## config.mk

```make
export PLATFORM = sky130hd
export DESIGN_NAME = ibex_noc_tx_flat
export DESIGN_NICKNAME = d
export VERILOG_FILES = /design/src/rtl/ibex_noc_tx_pkg.sv /design/src/rtl/ibex_noc_tx_if.sv /design/src/rtl/ibex_noc_msg_fifo.sv /design/src/rtl/ibex_noc_tx.sv /design/src/flat_wrapper.sv
export SDC_FILE = /design/constraint.sdc
export NUM_CORES = 1
export LEC_CHECK = 0
export BUFFER_PORTS_ARGS = -buffer_cell sky130_fd_sc_hd__buf_2
export CORE_MARGIN = 2
export CORE_UTILIZATION = 55
export CTS_BUF_LIST = sky130_fd_sc_hd__clkbuf_4 sky130_fd_sc_hd__clkbuf_8
export DETAILED_ROUTE_END_ITERATION = 12
export PLACE_DENSITY = 0.78
export SLEW_MARGIN = 40
export SYNTH_ARGS = -nofsm -noshare
export SYNTH_HDL_FRONTEND = slang
export SYNTH_SLANG_ARGS = --single-unit
```

## constraint.sdc

```tcl
create_clock -name clk_i -period 24.1 [get_ports clk_i]
set_clock_uncertainty 0.05 [all_clocks]
set_input_delay 1.205 -clock clk_i [delete_from_list [all_inputs] [get_ports clk_i]]
set_output_delay 1.205 -clock clk_i [all_outputs]
set_load 0.02 [all_outputs]
```

## src/rtl/ibex_noc_tx_pkg.sv

```systemverilog
// Shared types for the outbound NoC transmit path of an Ibex hart.
// Holds the transmit FSM encoding, the buffered message record and the
// header flit field positions, plus a helper that assembles a header flit.
package ibex_noc_tx_pkg;

  typedef enum logic [1:0] {
    NocTxIdle,
    NocTxHeader,
    NocTxPayload
  } noc_tx_state_e;

  // One complete message as buffered between the core and the link.
  // data[0] is sent first; len is the number of payload words minus one.
  typedef struct packed {
    logic [4:0]       core;
    logic [4:0]       addr;
    logic [1:0]       len;
    logic [3:0][31:0] data;
  } noc_msg_t;

  localparam int unsigned HdrCoreLsb = 27;
  localparam int unsigned HdrAddrLsb = 22;
  localparam int unsigned HdrLenLsb  = 20;
  localparam int unsigned HdrSrcLsb  = 15;

  function automatic logic [31:0] noc_header(noc_msg_t msg, logic [4:0] src);
    logic [31:0] hdr;
    hdr = '0;
    hdr[HdrCoreLsb +: 5] = msg.core;
    hdr[HdrAddrLsb +: 5] = msg.addr;
    hdr[HdrLenLsb  +: 2] = msg.len;
    hdr[HdrSrcLsb  +: 5] = src;
    return hdr;
  endfunction

endpackage

```

## src/rtl/ibex_noc_tx_if.sv

```systemverilog
// Core-side message port of the NoC transmitter.
// master: the core (drives request and message fields, receives grant).
// slave : the transmitter (receives request and fields, drives grant).
interface ibex_noc_tx_if;
  logic        noc_req;
  logic        noc_gnt;
  logic [1:0]  len;
  logic [31:0] output_data;
  logic [31:0] msg1_data;
  logic [31:0] msg2_data;
  logic [31:0] msg3_data;
  logic [4:0]  output_addr;
  logic [4:0]  output_core;

  modport master (
    output noc_req, len, output_data, msg1_data, msg2_data, msg3_data,
           output_addr, output_core,
    input  noc_gnt
  );

  modport slave (
    input  noc_req, len, output_data, msg1_data, msg2_data, msg3_data,
           output_addr, output_core,
    output noc_gnt
  );
endinterface

```

## src/rtl/ibex_noc_msg_fifo.sv

```systemverilog
// Synchronous message FIFO for the NoC transmitter.
// Ports: clk_i/rst_ni (sync, active-low), push_i/msg_i write side,
// pop_i read side, full_o/empty_o status, single_o (exactly one entry held),
// head_o (oldest entry, valid when !empty_o).
// Depth must be a power of two so the pointers wrap by natural overflow.
module ibex_noc_msg_fifo
  import ibex_noc_tx_pkg::*;
#(
  parameter int unsigned Depth = 2
) (
  input  logic     clk_i,
  input  logic     rst_ni,
  input  logic     push_i,
  input  noc_msg_t msg_i,
  input  logic     pop_i,
  output logic     full_o,
  output logic     empty_o,
  output logic     single_o,
  output noc_msg_t head_o
);

  localparam int unsigned PtrW = (Depth > 1) ? $clog2(Depth) : 1;
  localparam logic [PtrW:0] DepthCnt = (PtrW + 1)'(Depth);

  noc_msg_t        mem_q [Depth];
  logic [PtrW-1:0] wptr_q, rptr_q;
  logic [PtrW:0]   count_q;
  logic            push_ok, pop_ok;

  assign full_o   = (count_q == DepthCnt);
  assign empty_o  = (count_q == '0);
  assign single_o = (count_q == (PtrW + 1)'(1));
  assign head_o   = mem_q[rptr_q];

  assign push_ok = push_i && !full_o;
  assign pop_ok  = pop_i && !empty_o;

  always_ff @(posedge clk_i) begin
    if (!rst_ni) begin
      for (int unsigned i = 0; i < Depth; i++) begin
        mem_q[i] <= '0;
      end
      wptr_q  <= '0;
      rptr_q  <= '0;
      count_q <= '0;
    end else begin
      if (push_ok) begin
        mem_q[wptr_q] <= msg_i;
        wptr_q        <= wptr_q + PtrW'(1);
      end
      if (pop_ok) begin
        rptr_q <= rptr_q + PtrW'(1);
      end
      if (push_ok && !pop_ok) begin
        count_q <= count_q + (PtrW + 1)'(1);
      end else if (pop_ok && !push_ok) begin
        count_q <= count_q - (PtrW + 1)'(1);
      end
    end
  end

endmodule

```

## src/rtl/ibex_noc_tx.sv

```systemverilog
// Outbound NoC network interface for one Ibex hart.
// Accepts whole messages from the core (msg_if, req/gnt handshake), buffers
// them in a MsgDepth-entry FIFO and serialises each as one header flit plus
// len+1 payload flits on a 32-bit valid/ready link.
// Ports: clk_i, rst_ni (sync, active-low), hart_id_i (bits [4:0] = source),
// msg_if (slave side of the core message port), flit_valid_o/flit_ready_i/
// flit_data_o/flit_last_o (router link), tx_busy_o (work pending).
module ibex_noc_tx
  import ibex_noc_tx_pkg::*;
#(
  parameter int unsigned MsgDepth = 2
) (
  input  logic          clk_i,
  input  logic          rst_ni,
  input  logic [31:0]   hart_id_i,
  ibex_noc_tx_if.slave  msg_if,
  output logic          flit_valid_o,
  input  logic          flit_ready_i,
  output logic [31:0]   flit_data_o,
  output logic          flit_last_o,
  output logic          tx_busy_o
);

  noc_tx_state_e state_q, state_d;
  logic [1:0]    beat_q, beat_d;

  noc_msg_t msg_in, head;
  logic     fifo_full, fifo_empty, fifo_single;
  logic     push, pop, handshake, last_beat;
  logic     unused_hart_id;

  assign unused_hart_id = ^hart_id_i[31:5];

  assign msg_in.core = msg_if.output_core;
  assign msg_in.addr = msg_if.output_addr;
  assign msg_in.len  = msg_if.len;
  assign msg_in.data = {msg_if.msg3_data, msg_if.msg2_data,
                        msg_if.msg1_data, msg_if.output_data};

  assign msg_if.noc_gnt = !fifo_full;
  assign push = msg_if.noc_req && !fifo_full;

  ibex_noc_msg_fifo #(
    .Depth (MsgDepth)
  ) u_fifo (
    .clk_i    (clk_i),
    .rst_ni   (rst_ni),
    .push_i   (push),
    .msg_i    (msg_in),
    .pop_i    (pop),
    .full_o   (fifo_full),
    .empty_o  (fifo_empty),
    .single_o (fifo_single),
    .head_o   (head)
  );

  assign flit_valid_o = (state_q != NocTxIdle);
  assign handshake    = flit_valid_o && flit_ready_i;
  assign last_beat    = (state_q == NocTxPayload) && (beat_q == head.len);
  assign pop          = handshake && last_beat;
  assign tx_busy_o    = !fifo_empty || (state_q != NocTxIdle);
  assign flit_last_o  = last_beat;

  always_comb begin
    flit_data_o = '0;
    unique case (state_q)
      NocTxHeader:  flit_data_o = noc_header(head, hart_id_i[4:0]);
      NocTxPayload: flit_data_o = head.data[beat_q];
      default:      flit_data_o = '0;
    endcase
  end

  // A push in the current cycle counts as "work remaining": the entry is
  // written at the same edge the FSM moves, so its header is on the link the
  // following cycle with no idle gap.
  always_comb begin
    state_d = state_q;
    beat_d  = beat_q;
    unique case (state_q)
      NocTxIdle: begin
        if (!fifo_empty || push) begin
          state_d = NocTxHeader;
        end
      end
      NocTxHeader: begin
        if (handshake) begin
          state_d = NocTxPayload;
          beat_d  = '0;
        end
      end
      NocTxPayload: begin
        if (handshake) begin
          beat_d = beat_q + 2'd1;
          if (last_beat) begin
            state_d = (!fifo_single || push) ? NocTxHeader : NocTxIdle;
          end
        end
      end
      default: state_d = NocTxIdle;
    endcase
  end

  always_ff @(posedge clk_i) begin
    if (!rst_ni) begin
      state_q <= NocTxIdle;
      beat_q  <= '0;
    end else begin
      state_q <= state_d;
      beat_q  <= beat_d;
    end
  end

endmodule

```

## src/flat_wrapper.sv

```systemverilog
// flat-port wrapper written by rule: the top's interface ports become plain ports
module ibex_noc_tx_flat import ibex_noc_tx_pkg::*;
#(
  parameter int unsigned MsgDepth = 2
)
  (clk_i, rst_ni, hart_id_i, flit_valid_o, flit_ready_i, flit_data_o, flit_last_o, tx_busy_o, msg_if_noc_req, msg_if_len, msg_if_output_data, msg_if_msg1_data, msg_if_msg2_data, msg_if_msg3_data, msg_if_output_addr, msg_if_output_core, msg_if_noc_gnt);
  ibex_noc_tx_if msg_if_i ();
  input  logic clk_i;
  input  logic rst_ni;
  input  logic [31:0] hart_id_i;
  output logic flit_valid_o;
  input  logic flit_ready_i;
  output logic [31:0] flit_data_o;
  output logic flit_last_o;
  output logic tx_busy_o;
  input wire logic [$bits(msg_if_i.noc_req)-1:0] msg_if_noc_req;
  input wire logic [$bits(msg_if_i.len)-1:0] msg_if_len;
  input wire logic [$bits(msg_if_i.output_data)-1:0] msg_if_output_data;
  input wire logic [$bits(msg_if_i.msg1_data)-1:0] msg_if_msg1_data;
  input wire logic [$bits(msg_if_i.msg2_data)-1:0] msg_if_msg2_data;
  input wire logic [$bits(msg_if_i.msg3_data)-1:0] msg_if_msg3_data;
  input wire logic [$bits(msg_if_i.output_addr)-1:0] msg_if_output_addr;
  input wire logic [$bits(msg_if_i.output_core)-1:0] msg_if_output_core;
  output wire logic [$bits(msg_if_i.noc_gnt)-1:0] msg_if_noc_gnt;
  assign msg_if_i.noc_req = msg_if_noc_req;
  assign msg_if_i.len = msg_if_len;
  assign msg_if_i.output_data = msg_if_output_data;
  assign msg_if_i.msg1_data = msg_if_msg1_data;
  assign msg_if_i.msg2_data = msg_if_msg2_data;
  assign msg_if_i.msg3_data = msg_if_msg3_data;
  assign msg_if_i.output_addr = msg_if_output_addr;
  assign msg_if_i.output_core = msg_if_output_core;
  assign msg_if_noc_gnt = msg_if_i.noc_gnt;
  ibex_noc_tx #(.MsgDepth(MsgDepth)) u_core (.clk_i(clk_i), .rst_ni(rst_ni), .hart_id_i(hart_id_i), .msg_if(msg_if_i), .flit_valid_o(flit_valid_o), .flit_ready_i(flit_ready_i), .flit_data_o(flit_data_o), .flit_last_o(flit_last_o), .tx_busy_o(tx_busy_o));
endmodule
```

==> results.sh <==
export IMPL_power_leakage_nw=6.05
export IMPL_setup_viol=0
export IMPL_synth_ff_type="edfxtp_1"
export IMPL_synth_edf_count=280
export IMPL_finalSetupTns_ns=0
export IMPL_async_reset_ff_frac=0
export IMPL_antenna_found_initial=5
export IMPL_synth_ff_latch_count=289
export IMPL_switching_power_uw=307
export IMPL_cts_max_level=2
export IMPL_pwr_share_seq=0.522
export IMPL_die_h_um=160
export IMPL_synth_top_cell_area_share=0.628
export IMPL_clkLatencyLatePin_ns=0.56
export IMPL_synth_area_leader_cell="edfxtp_1"
export IMPL_rows=57
export IMPL_cts_buffer_depth=3
export IMPL_peakVddDrop_v=0.0000420
export IMPL_portBuffers=184
export IMPL_drt_vias_per_instance=5.39
export IMPL_synthTopCellsByArea="edfxtp_1 (63%), and2_1 (13%), mux4_2 (6.7%), mux2i_1 (5.8%), o21ai_0 (1.5%)"
export IMPL_drtIter0Drc=540
export IMPL_drive_gt1_frac=0.280
export IMPL_antenna_left=0
export IMPL_grt_max_degree=84
export IMPL_synthCells=935
export IMPL_fin_ws_ns=19.87
export IMPL_path_buf_inv=2
export IMPL_grt_overflow=0
export IMPL_die_area_mm2=0.0256
export IMPL_syn2layout_area_growth_pct=15.7
export IMPL_post_drt_wl_per_cell_um=19.3
export IMPL_num_vias=7969
export IMPL_critical_path_required_ns=22.84
export IMPL_reg2reg_from="u_core.u_fifo.count_q[0]$_SDFFE_PN0P_"
export IMPL_grtUsageTotal=0.224
export IMPL_power_density_mw_per_mm2=78.2
export IMPL_hold_violations=0
export IMPL_endpoint_kind="output pin"
export IMPL_crit_family="buffers and inverters"
export IMPL_power_frac_clock=0.339
export IMPL_cpMaxStageDelayCell="dfxtp_4"
export IMPL_synth_common_cells="and2_1 (286), edfxtp_1 (280), mux2i_1 (78)"
export IMPL_cts_sinks=289
export IMPL_max_slew_margin=0.463
export IMPL_p_sw_frac=0.253
export IMPL_ys_types=41
export IMPL_syn_cell_area_mm2=0.0134
export IMPL_startpoint_type="flop"
export IMPL_cts_repair_resized=0
export IMPL_die_x_um=160
export IMPL_nFillCells=1836
export IMPL_yosysMostFrequentCell="and2_1"
export IMPL_fin_area_mm2=0.0155
export IMPL_p_comb_frac=0.138
export IMPL_coreArea_mm2=0.0241
export IMPL_drt_first_pass_iters=5
export IMPL_crit_arrival_ns=2.98
export IMPL_status="completed"
export IMPL_hpwl_mm=17.1
export IMPL_initial_core_util=0.555
export IMPL_cts_root_buf="clkbuf_8"
export IMPL_drv_slew=0
export IMPL_cts_tree="done"
export IMPL_crit_chain="buf_6, mux4_2, mux2i_1, o21ai_0, buf_2"
export IMPL_max_stage_delay_ns=0.66
export IMPL_worstHoldStart="u_core.u_fifo.rptr_q$_SDFFE_PN0P_"
export IMPL_hold_buffers=0
export IMPL_final_cells=1478
export IMPL_seq_area_frac_synth=0.641
export IMPL_avgSynthCellArea_um2=14.3
export IMPL_max_cap_violations=0
export IMPL_cp_max_fo=59
export IMPL_io_pins=212
export IMPL_worstSetupPathType="flop to output pin"
export IMPL_post_place_cells=1391
export IMPL_worstMarginPinSlew_ns=0.806
export IMPL_cellInternalPower_uw=905
export IMPL_remaining_drc_errors=0
export IMPL_synth_net_count=1119
export IMPL_yosysWarnings=0
export IMPL_rsz0062_at_grt="no"
export IMPL_place_gp_congestion=0.755
export IMPL_cts_buffers=48
export IMPL_grt_pass1_vias=8237
export IMPL_placed_area_mm2=0.0146
export IMPL_place_ws_ns=20.08
export IMPL_fmax_mhz=236
export IMPL_postRouteWirelength_mm=28.6
export IMPL_nets=1301
export IMPL_timing_final_crit_period_ns=4.23
export IMPL_clk_pin_slew_ns=0.06
export IMPL_grt_pass1_wl_mm=44.4
export IMPL_cts_setup_buffers=0
export IMPL_holdCritPathClass="flop to flop"
export IMPL_period_share=0.176
[cell families after synthesis]
kind of cell,count (synthesis),share of synthesized area
AOI/OAI and AO/OA,87,0.0376
xor gates and xnor gates,6,0.00392
muxes,123,0.130
adders and majority gates,8,0.00748
and+or+nand+nor,346,0.154
DFF,289,0.641
buffers and inverters,76,0.0259
[path summary, 6_finish.rpt]
| path | slack [ns] | cells after the start | endpoint |
|---|---|---|---|
| worst min register to register | 0.43 | 2 | flop |
| worst min-delay path | 0.43 | 2 | flop |
| worst max register to register | 20.63 | 7 | u_core.u_fifo.mem_q[1][83]$_SDFFCE_PN0P_ |
| worst max-delay path | 19.87 | 5 | flit_data_o[19] |
[layout make-up]
cell class	instances	area, um2	area share
flip-flops and latches	289	8590	0.554
multi-input cells	570	4490	0.290
well taps	324	405	0.0262
clock buffers	61	764	0.0493
clock inverters	23	144	0.00928
diodes	3	7.51	0.000484
inverters	12	45.0	0.00291
repair buffers	196	1050	0.0678
[worst register-to-register path: stages (launching register included)]
cell      delay, ns
dfxtp_1        0.36
inv_1          0.08
ha_1           0.20
nand2b_1       0.30
inv_1          0.15
and3_4         0.59
nand2b_4       0.58
buf_6          0.68
[per-layer routing]
| layer | wire length, um | global-route usage | up-vias |
|---|---|---|---|
| met5 | 34 | 0 | - |
| met3 | 1920 | 0.0496 | 46 |
| met4 | 481 | 0.0659 | 6 |
| met1 | 11900 | 0.302 | 3904 |
| met2 | 14200 | 0.370 | 244 |
| li1 | - | - | 3769 |
[cell usage in the layout (no fill, tap or decap), types with 3 or more instances in the layout]
cell and count:
o21ai_0 40, buf_6 4, clkinv_2 7, nor2b_1 4, nand2b_1 3, clkinv_1 12
nand2_1 37, clkbuf_8 49, ha_1 8, nor2_1 5, o211ai_1 12, a21oi_1 15
o22ai_1 11, mux2i_1 78, inv_2 3, and2_1 286, buf_4 6, edfxtp_1 280
mux4_2 40, inv_1 9, clkbuf_4 12, dfxtp_1 7, buf_2 184, diode_2 3
xnor2_1 5
[metrics by stage]
stage / util / total power, mW / hold slack, ns
finish: 0.643 / 1.21 / 0.431
global route: 0.643 / 1.26 / 0.456
CTS: 0.643 / 1.22 / 0.427
detailed placement: 0.605 / 0.813 / 0.425
global placement: 0.603 / 0.804 / 0.404
floorplan: - / 0.764 / 0.406
[state kept, by name, indices dropped and copies added (netlist names), named ones only]
register,cells
u_core.beat_q,2
u_core.state_q,2
u_core.u_fifo.count_q,2
u_core.u_fifo.mem_q,280
u_core.u_fifo.rptr_q,1
u_core.u_fifo.wptr_q,1
[power by group through the flow]
stage / Clock, mW / Combinational [mW] / Sequential [mW]
floorplan: 0 / 0.113 / 0.651
global placement: 0 / 0.164 / 0.641
detailed placement: 0 / 0.169 / 0.644
CTS: 0.419 / 0.170 / 0.634
global route: 0.442 / 0.185 / 0.637
finish: 0.411 / 0.168 / 0.633
(Power assumes the default switching activity.)
